--- src/rtl/uart_sched_pkg.sv ---
// Shared types and constants for the UART loopback/echo scheduler.
// The optional transfer counter is enabled with the UART_SCHED_CNT_EN macro.
package uart_sched_pkg;

  localparam int DATA_W_DEF = 8;
  localparam int CNT_W      = 16;

  typedef enum logic [1:0] {
    L_IDLE,
    L_POP,
    L_PUSH
  } lb_state_e;

  typedef enum logic [1:0] {
    T_IDLE,
    T_POP,
    T_START,
    T_WAIT
  } tx_state_e;

endpackage

--- src/rtl/uart_tx_issue.sv ---
// TX issue FSM: pops a byte from the TX FIFO, strobes the transmitter and
// waits for the end-of-frame pulse before considering the next byte.
module uart_tx_issue
  import uart_sched_pkg::*;
#(
  parameter int DATA_W = DATA_W_DEF
) (
  input  logic              clk,
  input  logic              rst,
  input  logic              en,
  input  logic              tx_empty,
  input  logic [DATA_W-1:0] tx_rdata,
  input  logic              tx_busy,
  input  logic              tx_done,
  output logic              tx_pop,
  output logic              tx_start,
  output logic [DATA_W-1:0] tx_data,
  output logic              t_idle
);

  tx_state_e state, state_nxt;

  always_ff @(posedge clk) begin
    if (rst) begin
      state   <= T_IDLE;
      tx_data <= '0;
    end else begin
      state <= state_nxt;
      // FIFO head is captured during the pop cycle so tx_data is stable at start
      if (state == T_POP) tx_data <= tx_rdata;
    end
  end

  always_comb begin
    state_nxt = state;
    case (state)
      T_IDLE:  if (en && !tx_empty && !tx_busy) state_nxt = T_POP;
      T_POP:   state_nxt = T_START;
      T_START: state_nxt = T_WAIT;
      T_WAIT:  if (tx_done) state_nxt = T_IDLE;
      default: state_nxt = T_IDLE;
    endcase
  end

  assign tx_pop   = (state == T_POP);
  assign tx_start = (state == T_START);
  assign t_idle   = (state == T_IDLE);

endmodule

--- src/rtl/uart_fifo_sched.sv ---
// Loopback/echo scheduler: moves RX FIFO bytes into the TX FIFO and issues TX
// FIFO bytes to the transmitter. Define UART_SCHED_CNT_EN to add xfer_cnt.
module uart_fifo_sched
  import uart_sched_pkg::*;
#(
  parameter int DATA_W = DATA_W_DEF
) (
  input  logic              clk,
  input  logic              rst,
  input  logic              en,
  input  logic              rx_empty,
  input  logic [DATA_W-1:0] rx_rdata,
  output logic              rx_pop,
  input  logic              tx_full,
  output logic              tx_push,
  output logic [DATA_W-1:0] tx_wdata,
  input  logic              tx_empty,
  input  logic [DATA_W-1:0] tx_rdata,
  output logic              tx_pop,
  input  logic              tx_busy,
  input  logic              tx_done,
  output logic              tx_start,
  output logic [DATA_W-1:0] tx_data,
`ifdef UART_SCHED_CNT_EN
  output logic [CNT_W-1:0]  xfer_cnt,
`endif
  output logic              idle
);

  lb_state_e lb_state, lb_next;
  logic      t_idle;

  // tx_wdata doubles as the hold register between pop and push
  always_ff @(posedge clk) begin
    if (rst) begin
      lb_state <= L_IDLE;
      tx_wdata <= '0;
    end else begin
      lb_state <= lb_next;
      if (lb_state == L_POP) tx_wdata <= rx_rdata;
    end
  end

  always_comb begin
    lb_next = lb_state;
    case (lb_state)
      L_IDLE:  if (en && !rx_empty) lb_next = L_POP;
      L_POP:   lb_next = L_PUSH;
      L_PUSH:  if (!tx_full) lb_next = L_IDLE;
      default: lb_next = L_IDLE;
    endcase
  end

  assign rx_pop  = (lb_state == L_POP);
  assign tx_push = (lb_state == L_PUSH) && !tx_full;
  assign idle    = (lb_state == L_IDLE) && t_idle;

`ifdef UART_SCHED_CNT_EN
  logic [CNT_W-1:0] cnt_q;

  always_ff @(posedge clk) begin
    if (rst)          cnt_q <= '0;
    else if (tx_push) cnt_q <= cnt_q + 1'b1;
  end

  assign xfer_cnt = cnt_q;
`endif

  uart_tx_issue #(.DATA_W(DATA_W)) u_tx_issue (
    .clk      (clk),
    .rst      (rst),
    .en       (en),
    .tx_empty (tx_empty),
    .tx_rdata (tx_rdata),
    .tx_busy  (tx_busy),
    .tx_done  (tx_done),
    .tx_pop   (tx_pop),
    .tx_start (tx_start),
    .tx_data  (tx_data),
    .t_idle   (t_idle)
  );

endmodule

--- config.mk ---
export PLATFORM = sky130hd
export DESIGN_NAME = uart_fifo_sched
export DESIGN_NICKNAME = d
export VERILOG_FILES = /design/src/rtl/uart_sched_pkg.sv /design/src/rtl/uart_tx_issue.sv /design/src/rtl/uart_fifo_sched.sv
export SDC_FILE = /design/constraint.sdc
export NUM_CORES = 1
export LEC_CHECK = 0
export ABC_AREA = 0
export CAP_MARGIN = 20
export CORE_MARGIN = 2
export CORE_UTILIZATION = 25
export DETAILED_ROUTE_END_ITERATION = 7
export GPL_TIMING_DRIVEN = 1
export SYNTH_ARGS = -nofsm -noshare
export SYNTH_HDL_FRONTEND = slang
export SYNTH_HIERARCHICAL = 1
export SYNTH_SLANG_ARGS = --single-unit
--- constraint.sdc ---
create_clock -name clk -period 1.3 [get_ports clk]
set_input_delay 0.26 -clock clk [delete_from_list [all_inputs] [get_ports clk]]
set_output_delay 0.26 -clock clk [all_outputs]
set_load 0.01 [all_outputs]
==> results of run 1 <==
## power groups by stage
stage	registers (mW)	logic, mW	clock network [mW]
after global routing	0.770	0.896	0.407
after CTS	0.759	0.823	0.376
after detailed placement	0.766	0.757	0
after floorplan	0.802	0.312	0
final	0.756	0.821	0.356
after global placement	0.758	0.736	0
## Yosys cell counts (2+ instances only)
| master | n | share of area, % |
|---|---|---|
| buf_2 | 3 | 1.7 |
| dfxtp_1 | 20 | 45 |
| ha_1 | 4 | 5.6 |
| inv_1 | 3 | 1.3 |
| mux2i_1 | 9 | 10 |
| nand2_1 | 2 | 0.84 |
| nand2b_1 | 9 | 6.3 |
| nand4bb_1 | 8 | 10 |
| nor2_1 | 8 | 3.4 |
| nor3b_1 | 2 | 1.7 |
| o21ai_1 | 8 | 4.5 |
## registers in the layout, indices dropped and copies added, names as in the netlist
register            count
tx_wdata                8
u_tx_issue/tx_data      8
lb_state                2
u_tx_issue/state        2
## cells by family (layout without fill, tap and decap cells)
group	after synthesis	in the layout	synth area share [%]
compound gates	11	11	7.17
fa+ha+maj	4	4	5.63
buf+inv	9	63	5.06
flops	20	20	45.0
mux	9	9	10.1
simple gates	35	35	27.0
## stage by stage
stage | worst slack, ps | setup TNS (ps) | cell area [um^2] | power, mW | cells
after detailed placement | -423 | -1490 | 1440 | 1.52 | 182
after floorplan | 79.8 | 0 | 890 | 1.11 | 88
after global routing | -181 | -526 | 1550 | 2.07 | 188
after CTS | -130 | -411 | 1550 | 1.96 | 188
final | -102 | -221 | 1550 | 1.93 | 188
after global placement | -376 | -1300 | 1440 | 1.49 | 182
## worst min-delay path, delay by kind of cell, from the launching register on
family,cells,cell delay [ps]
AO/OA/AOI/OAI,1,50
AND/OR/NAND/NOR,1,60
flip-flops,1,330
## per-layer routing
metal | up-vias | share of wire, % | track usage [%]
met5 | - | 0 | 0
li1 | 415 | - | -
met3 | 2 | 3.2 | 3.21
met4 | 0 | 1.2 | 4.08
met1 | 384 | 40 | 12.2
met2 | 19 | 55 | 23.6
## what timing repair did
| action | CTS | global route |
|---|---|---|
| pin swaps | 2 | 3 |
| setup endpoints to repair | 22 | 8 |
| resized for setup | 60 | 2 |
| buffers inserted | 2 | 2 |
## final cells by class
class                           count  area share [%]
Tap cell                           46            3.72
Clock buffer                        4            2.35
Multi-Input combinational cell     59            33.3
Timing Repair Buffer               55            33.3
Inverter                            4           0.972
Sequential cell                    20            26.4
## how the worst min path moves through the flow
stage / cells past startpoint / to / slack [ps]
4_1_cts: 2 / tx_wdata[7]$_SDFFE_PP0P_ / 470
2_1_floorplan: 1 / lb_state[0]$_SDFFE_PP0P_ / 380
3_3_place_gp: 2 / tx_wdata[5]$_SDFFE_PP0P_ / 450
3_5_place_dp: 2 / tx_wdata[7]$_SDFFE_PP0P_ / 460
5_1_grt: 2 / tx_wdata[7]$_SDFFE_PP0P_ / 490
6_report: 2 / tx_wdata[2]$_SDFFE_PP0P_ / 470
## cell usage in the layout (no fill, tap or decap), types with 4 or more instances in the layout
cell type / instances
o21ai_1: 8
dfxtp_1: 16
dlygate4sd2_1: 16
mux2i_1: 9
nor2_1: 8
buf_6: 5
buf_4: 7
nand2b_1: 8
nand4bb_1: 8
ha_4: 4
clkdlybuf4s50_1: 23
==> results.sh, run 1 <==
export IMPL_power_density_nw_per_um2=1250
export IMPL_skew_ps=1.80
export IMPL_seq_area_frac_synth_pct=45.0
export IMPL_ctsHtreeMaxLevel=1
export IMPL_hpwl_um=1710
export IMPL_worst_slack_ps=-102
export IMPL_placementRows=21
export IMPL_coreArea_um2=3390
export IMPL_cp_top_family="flip-flops"
export IMPL_gp_congestion=0.679
export IMPL_p_sw_share_pct=30.2
export IMPL_arrival_ps=1140
export IMPL_register_area_um2=408
export IMPL_cp_startpoint="u_tx_issue/state[1]$_SDFFE_PP0P_"
export IMPL_routed_wl_um=2330
export IMPL_crit_type="reg2out"
export IMPL_worstPathRequired_ps=1040
export IMPL_grt_pass1_vias=870
export IMPL_internal_power_mw=1.35
export IMPL_status="finished with violations"
export IMPL_io_pins=45
export IMPL_antenna_found_initial=0
export IMPL_path_depth=4
export IMPL_async_flop_share_pct=0
export IMPL_avgRoutedWirePerCell_um=12.4
export IMPL_fillCellCount=337
export IMPL_cp_start_kind="flip-flop"
export IMPL_switchingPower_mw=0.584
export IMPL_multi_input_comb_area_um2=514
export IMPL_ys_warn_count=6
export IMPL_synth_cell_types=23
export IMPL_worstMarginPinSlew_ps=198
export IMPL_failed_checks="negative setup slack"
export IMPL_maxSlewHeadroom_pct=86.7
export IMPL_drt_pass1_iter_count=3
export IMPL_cts_root_buf="clkbuf_4"
export IMPL_die_w_um=63.7
export IMPL_postSynthAreaPerCell_um2=10.1
export IMPL_synth_edff_count=0
export IMPL_final_hold_viol_count=0
export IMPL_p_clk_share_pct=18.4
export IMPL_holdWs_ps=472
export IMPL_clkTransAtPathRegs_ps=110
export IMPL_rsz0062_at_grt="yes"
export IMPL_grt_total_usage_pct=12.1
export IMPL_start_util_pct=26.2
export IMPL_nets=171
export IMPL_regToRegStartpoint="u_tx_issue/state[1]$_SDFFE_PP0P_"
export IMPL_die_height_um=63.7
export IMPL_crit_buf_inv=2
export IMPL_clk_latency_ps=300
export IMPL_pwr_share_seq_pct=39.1
export IMPL_synthCells=88
export IMPL_cp_end_kind="output pin"
export IMPL_combinationalPowerShare_pct=42.5
export IMPL_min_period_ps=1400
export IMPL_syn_area_um2=890
export IMPL_crit_slowest_cell="dfxtp_2"
export IMPL_grt_pass1_wl_um=3860
export IMPL_worstPathMaxFanout=3
export IMPL_num_vias=820
export IMPL_period_share_pct=108
export IMPL_r2r_slack_ps=-40
export IMPL_p_leak_nw=0.655
export IMPL_drv_slew=0
export IMPL_ys_flop_type="dfxtp_1"
export IMPL_synthesis_nets=116
export IMPL_drtAntennaViolNets=0
export IMPL_rr_worst_depth=5
export IMPL_hold_class="reg2reg"
export IMPL_numCtsBuffers=3
export IMPL_cts_tree="done"
export IMPL_synth_seq_cells=20
export IMPL_cts_sinks=20
export IMPL_port_buffer_count=44
export IMPL_syn2layout_area_growth_pct=73.7
export IMPL_die_area_um2=4050
export IMPL_r2r_end="u_tx_issue/state[0]$_SDFFE_PP0P_"
export IMPL_crit_path_max_incr_delay_ps=340
export IMPL_clock_fmax_ghz=0.713
export IMPL_final_util_pct=45.6
export IMPL_hold_buffers=0
export IMPL_drive_gt1_share_pct=24.6
export IMPL_setup_viol=4
export IMPL_n_antenna_cell=0
export IMPL_drc_errors=0
export IMPL_vdd_drop_max_mv=0.719
export IMPL_vias_per_cell=4.36
export IMPL_drt_initial_drc_count=22
export IMPL_grt_max_degree=28
export IMPL_cts_max_path_buffers=2
export IMPL_hold_start="tx_wdata[2]$_SDFFE_PP0P_"
export IMPL_crit_path_end="idle"
export IMPL_grt_ovfl_total=0
export IMPL_crit_chain="inv_2 > ha_4 > nor3b_2 > buf_2"
export IMPL_drv_cap=0
Note: power is estimated with default switching activity, not from simulation.
==> run 2, diff against run 1 <==
CORE_UTILIZATION = 41   (was 25)
PLACE_DENSITY = 0.82   (was not set)
clock period = 1.7 ns   (was 1.3 ns; I/O delays follow)
==> run 2 against run 1 <==
Net effect:
- the flow now finishes without violations
- setup slack gained 210 ps
- cell count shrank 12%
- combinational power shrank 34%
- die area shrank 37%
- hold slack lost 3.2 ps
- clock power shrank 22%
- via count shrank 3.9%
- sequential share of layout area grew 2.0 points
- power shrank 28%
- sequential power shrank 24%
- utilization grew 26 points
- critical path type unchanged
- critical endpoint is now tx_pop
- largest cell class is now non-clock buffers
==> results.sh, run 2 (synthesis results as in run 1) <==
export IMPL_crit_chain="buf_4 > ha_1 > dlygate4sd2_1"
export IMPL_clock_fmax_ghz=0.627
export IMPL_crit_slowest_cell="dfxtp_1"
export IMPL_nets=168
export IMPL_cts_root_buf="clkbuf_4"
export IMPL_placementRows=16
export IMPL_hold_class="reg2reg"
export IMPL_busiest_layer="met2"
export IMPL_drc_errors=0
export IMPL_grt_pass1_wl_um=3630
export IMPL_drt_initial_drc_count=6
export IMPL_port_buffer_count=44
export IMPL_globalRouteMet3Util_pct=1.79
export IMPL_p_leak_nw=0.564
export IMPL_final_cell_mix="clkdlybuf4s50_1, dfxtp_1, nand2b_1, mux2i_1"
export IMPL_gp_congestion=0.688
export IMPL_drive_gt1_share_pct=12.2
export IMPL_grt_max_degree=28
export IMPL_skew_ps=3.67
export IMPL_crit_path_max_incr_delay_ps=330
export IMPL_routed_wl_um=2200
export IMPL_final_cell_area_um2=1430
export IMPL_die_w_um=50.6
export IMPL_final_hold_viol_count=0
export IMPL_cp_end_kind="output pin"
export IMPL_antenna_found_initial=0
export IMPL_setup_viol=0
export IMPL_drv_slew=0
export IMPL_start_util_pct=44.4
export IMPL_cts_sinks=20
export IMPL_num_vias=788
export IMPL_clk_latency_ps=310
export IMPL_rsz0062_at_grt="no"
export IMPL_cts_max_path_buffers=2
export IMPL_hpwl_um=1700
export IMPL_status="finished, final reports clean"
export IMPL_drv_cap=0
export IMPL_grt_pass1_vias=825
export IMPL_worstMarginPinSlew_ps=249
export IMPL_worstPathMaxFanout=3
export IMPL_coreArea_um2=2000
export IMPL_crit_type="reg2out"
export IMPL_holdWs_ps=469
export IMPL_die_height_um=50.6
export IMPL_final_common_cell="clkdlybuf4s50_1"
export IMPL_n_antenna_cell=0
export IMPL_grtUsageMet1_pct=21.5
export IMPL_vdd_drop_max_mv=0.632
export IMPL_hold_buffers=0
export IMPL_drtAntennaViolNets=0
export IMPL_period_share_pct=93.9
export IMPL_grt_ovfl_total=0
export IMPL_drt_pass1_iter_count=4
export IMPL_gr_usage_met2_pct=33.8
export IMPL_numCtsBuffers=3
export IMPL_cp_start_kind="flip-flop"
export IMPL_arrival_ps=1260
export IMPL_ctsHtreeMaxLevel=1
export IMPL_syn2layout_area_growth_pct=60.2
export IMPL_clkTransAtPathRegs_ps=110
export IMPL_maxSlewHeadroom_pct=83.3
export IMPL_io_pins=45
export IMPL_min_period_ps=1600
export IMPL_vias_per_cell=4.75
export IMPL_worstPathRequired_ps=1360
export IMPL_place_area_um2=1390
export IMPL_avgRoutedWirePerCell_um=13.3
export IMPL_grt_total_usage_pct=19.4
export IMPL_top_regs="tx_wdata x8, u_tx_issue/tx_data x8"
export IMPL_power_density_nw_per_um2=980
export IMPL_die_area_um2=2560
export IMPL_cts_tree="done"
## run 2: worst max-delay path: cells and delay by family (launching register included)
kind	cells	cell delay [ps]
buf+inv	2	430
flops	1	330
fa+ha+maj	1	200
## run 2: power breakdown
| group | total [mW] | internal, mW | switching, mW |
|---|---|---|---|
| sequential | 0.575 | 0.538 | 0.0371 |
| combinational | 0.543 | 0.318 | 0.226 |
| clock | 0.278 | 0.131 | 0.147 |
## run 2: layout make-up
class	instances	area, um^2
fill	166	577
timing repair buffer	52	490
multi-input combinational	59	444
sequential	20	405
clock buffer	4	36.3
tap	27	33.8
inverter	4	15.0
## run 2: what timing repair did
action	in CTS	in global routing
gates cloned	0	0
resized for setup	9	2
endpoints found under the setup margin	5	1
buffers inserted	0	0
## run 2: worst paths after layout
check,start,to,slack (ps),cells after the start
hold / removal,tx_wdata[6]$_SDFFE_PP0P_,tx_wdata[6]$_SDFFE_PP0P_,470,2
setup / recovery,u_tx_issue/state[0]$_SDFFE_PP0P_,tx_pop,100,3
hold reg to reg,tx_wdata[6]$_SDFFE_PP0P_,tx_wdata[6]$_SDFFE_PP0P_,470,2
setup reg to reg,u_tx_issue/state[0]$_SDFFE_PP0P_,u_tx_issue/state[0]$_SDFFE_PP0P_,340,5
## run 2: through the flow
step | setup WS (ps) | util, % | std cells | setup TNS (ps) | power [mW]
final | 104 | 71.2 | 166 | 0 | 1.40
after global routing | 1.79 | 71.2 | 166 | 0 | 1.48
after CTS | 0.161 | 71.4 | 166 | 0 | 1.42
after detailed placement | -176 | 69.6 | 162 | -176 | 1.15
after global placement | -123 | 69.6 | 162 | -123 | 1.13
after floorplan | 467 | - | 88 | 0 | 0.851
## run 2: routing by layer
metal	share of wire, %	vias to the layer above
met4	4.0	0
met5	0	-
met2	53	19
met3	2.4	7
met1	40	360
li1	-	402
==> run 3, diff against run 2 <==
clock period = 1.85 ns   (was 1.7 ns; I/O delays follow)
==> run 3 against run 2 <==
Net effect:
- die area did not move
- sequential power shrank 5.9%
- power shrank 2.1%
- sequential share of layout area shrank 0.12 points
- cell count is 1.8% lower
- utilization up 0.75 points
- clock power grew 28%
- via count decreased by 0.51%
- register-to-register slack better by 260 ps
- critical path depth is the same
- count of clock-buffer cells in the layout is 1 lower
- combinational power fell by 13%
- largest cell class unchanged
==> results.sh, run 3 (synthesis results as in run 1) <==
export IMPL_status="finished, final reports clean"
export IMPL_grt_ovfl_total=0
export IMPL_internal_power_mw=0.992
export IMPL_cp_start_kind="primary input"
export IMPL_hpwl_um=1640
export IMPL_num_vias=784
export IMPL_vdd_drop_max_mv=0.579
export IMPL_skew_ps=2.38
export IMPL_min_period_ps=1650
export IMPL_dp_slack_ps=-110
export IMPL_grt_pass1_vias=800
export IMPL_final_util_pct=71.9
export IMPL_die_area_um2=2560
export IMPL_grt_pass1_wl_um=3590
export IMPL_drive_gt1_share_pct=13.2
export IMPL_start_util_pct=44.4
export IMPL_drv_slew=0
export IMPL_final_setup_tns_ps=0
export IMPL_final_common_cell="clkdlybuf4s50_1"
export IMPL_worstMarginPinSlew_ps=235
export IMPL_dp_cells=159
export IMPL_final_hold_viol_count=0
export IMPL_maxSlewHeadroom_pct=84.2
export IMPL_clkTransAtPathRegs_ps=110
export IMPL_cts_setup_buffers=0
export IMPL_routed_wl_um=2140
export IMPL_period_share_pct=89.0
export IMPL_holdWs_ps=473
export IMPL_crit_type="in2out"
export IMPL_cts_max_path_buffers=2
export IMPL_grt_max_degree=28
export IMPL_nets=165
export IMPL_placementRows=16
export IMPL_port_buffer_count=44
export IMPL_post_cts_resized=6
export IMPL_combinationalPowerShare_pct=34.5
export IMPL_arrival_ps=1280
export IMPL_top_regs="tx_wdata x8, u_tx_issue/tx_data x8"
export IMPL_syn2layout_area_growth_pct=61.9
export IMPL_hold_buffers=0
export IMPL_pwr_share_seq_pct=39.6
export IMPL_ctsHtreeMaxLevel=1
export IMPL_die_w_um=50.6
export IMPL_die_height_um=50.6
export IMPL_n_antenna_cell=0
export IMPL_hold_start="tx_wdata[5]$_SDFFE_PP0P_"
export IMPL_multi_input_comb_area_um2=452
export IMPL_final_cell_mix="clkdlybuf4s50_1, dfxtp_1, nand2b_1, mux2i_1"
export IMPL_io_pins=45
export IMPL_worstPathMaxFanout=2
export IMPL_drtAntennaViolNets=0
export IMPL_cts_tree="done"
export IMPL_final_cell_area_um2=1440
export IMPL_cp_end_kind="output pin"
export IMPL_rsz0062_at_grt="no"
export IMPL_worstPathRequired_ps=1480
export IMPL_regToRegStartpoint="u_tx_issue/state[0]$_SDFFE_PP0P_"
export IMPL_drv_cap=0
export IMPL_drt_initial_drc_count=9
export IMPL_p_clk_share_pct=26.0
export IMPL_finalPower_mw=1.37
export IMPL_switchingPower_mw=0.375
export IMPL_cts_root_buf="clkbuf_4"
export IMPL_drc_errors=0
export IMPL_fillCellCount=151
export IMPL_avgRoutedWirePerCell_um=13.1
export IMPL_antenna_found_initial=0
export IMPL_vias_per_cell=4.81
export IMPL_instances_no_fill=163
export IMPL_worst_slack_ps=203
export IMPL_hold_class="reg2reg"
export IMPL_grt_total_usage_pct=18.6
export IMPL_register_area_um2=408
export IMPL_clock_fmax_ghz=0.607
export IMPL_cp_startpoint="tx_full"
export IMPL_power_density_nw_per_um2=949
export IMPL_setup_viol=0
export IMPL_drt_pass1_iter_count=4
export IMPL_numCtsBuffers=3
export IMPL_p_sw_share_pct=27.4
export IMPL_gp_congestion=0.702
export IMPL_p_leak_nw=0.597
export IMPL_coreArea_um2=2000
export IMPL_cts_sinks=20
export IMPL_clk_latency_ps=300
export IMPL_place_area_um2=1370
## run 3: cell types whose count changed in the layout (fill, tap and decap cells not counted), moves of 2 or more
cell,previous run,this run
buf_4,8,5
dlygate4sd2_1,4,1
dlymetal6s2s_1,0,3
dfxtp_1,18,16
dfxtp_2,1,3
## run 3: area by class of cell
| type | instances | area share [%] |
|---|---|---|
| repair buffers | 49 | 33.3 |
| multi-input cells | 59 | 31.4 |
| flip-flops and latches | 20 | 28.3 |
| well taps | 27 | 2.35 |
| clock inverters | 1 | 2.09 |
| clock buffers | 3 | 1.56 |
| inverters | 4 | 1.04 |
## run 3: power by group through the flow
stage,clock network (mW),logic (mW),registers [mW]
global route,0.385,0.515,0.552
detailed placement,0,0.481,0.549
finish,0.355,0.471,0.541
global placement,0,0.466,0.541
CTS,0.367,0.475,0.542
floorplan,0,0.219,0.563
## run 3: metal layers
layer  part of all wire [%]  track usage (%)
met1                     41             21.4
met2                     55             33.6
met3                    2.2             1.79
met4                    1.9             9.91
met5                      0                0
## run 3: worst max-delay path: stages
cell and delay, ps:
clkdlybuf4s50_1 430, nor3b_1 180, dlygate4sd2_1 300
## run 3: final timing paths
kind	to	slack [ps]	cells past startpoint
setup / recovery	tx_push	200	3
hold / removal	tx_wdata[5]$_SDFFE_PP0P_	470	2
setup reg to reg	u_tx_issue/state[0]$_SDFFE_PP0P_	600	4
hold reg to reg	tx_wdata[5]$_SDFFE_PP0P_	470	2
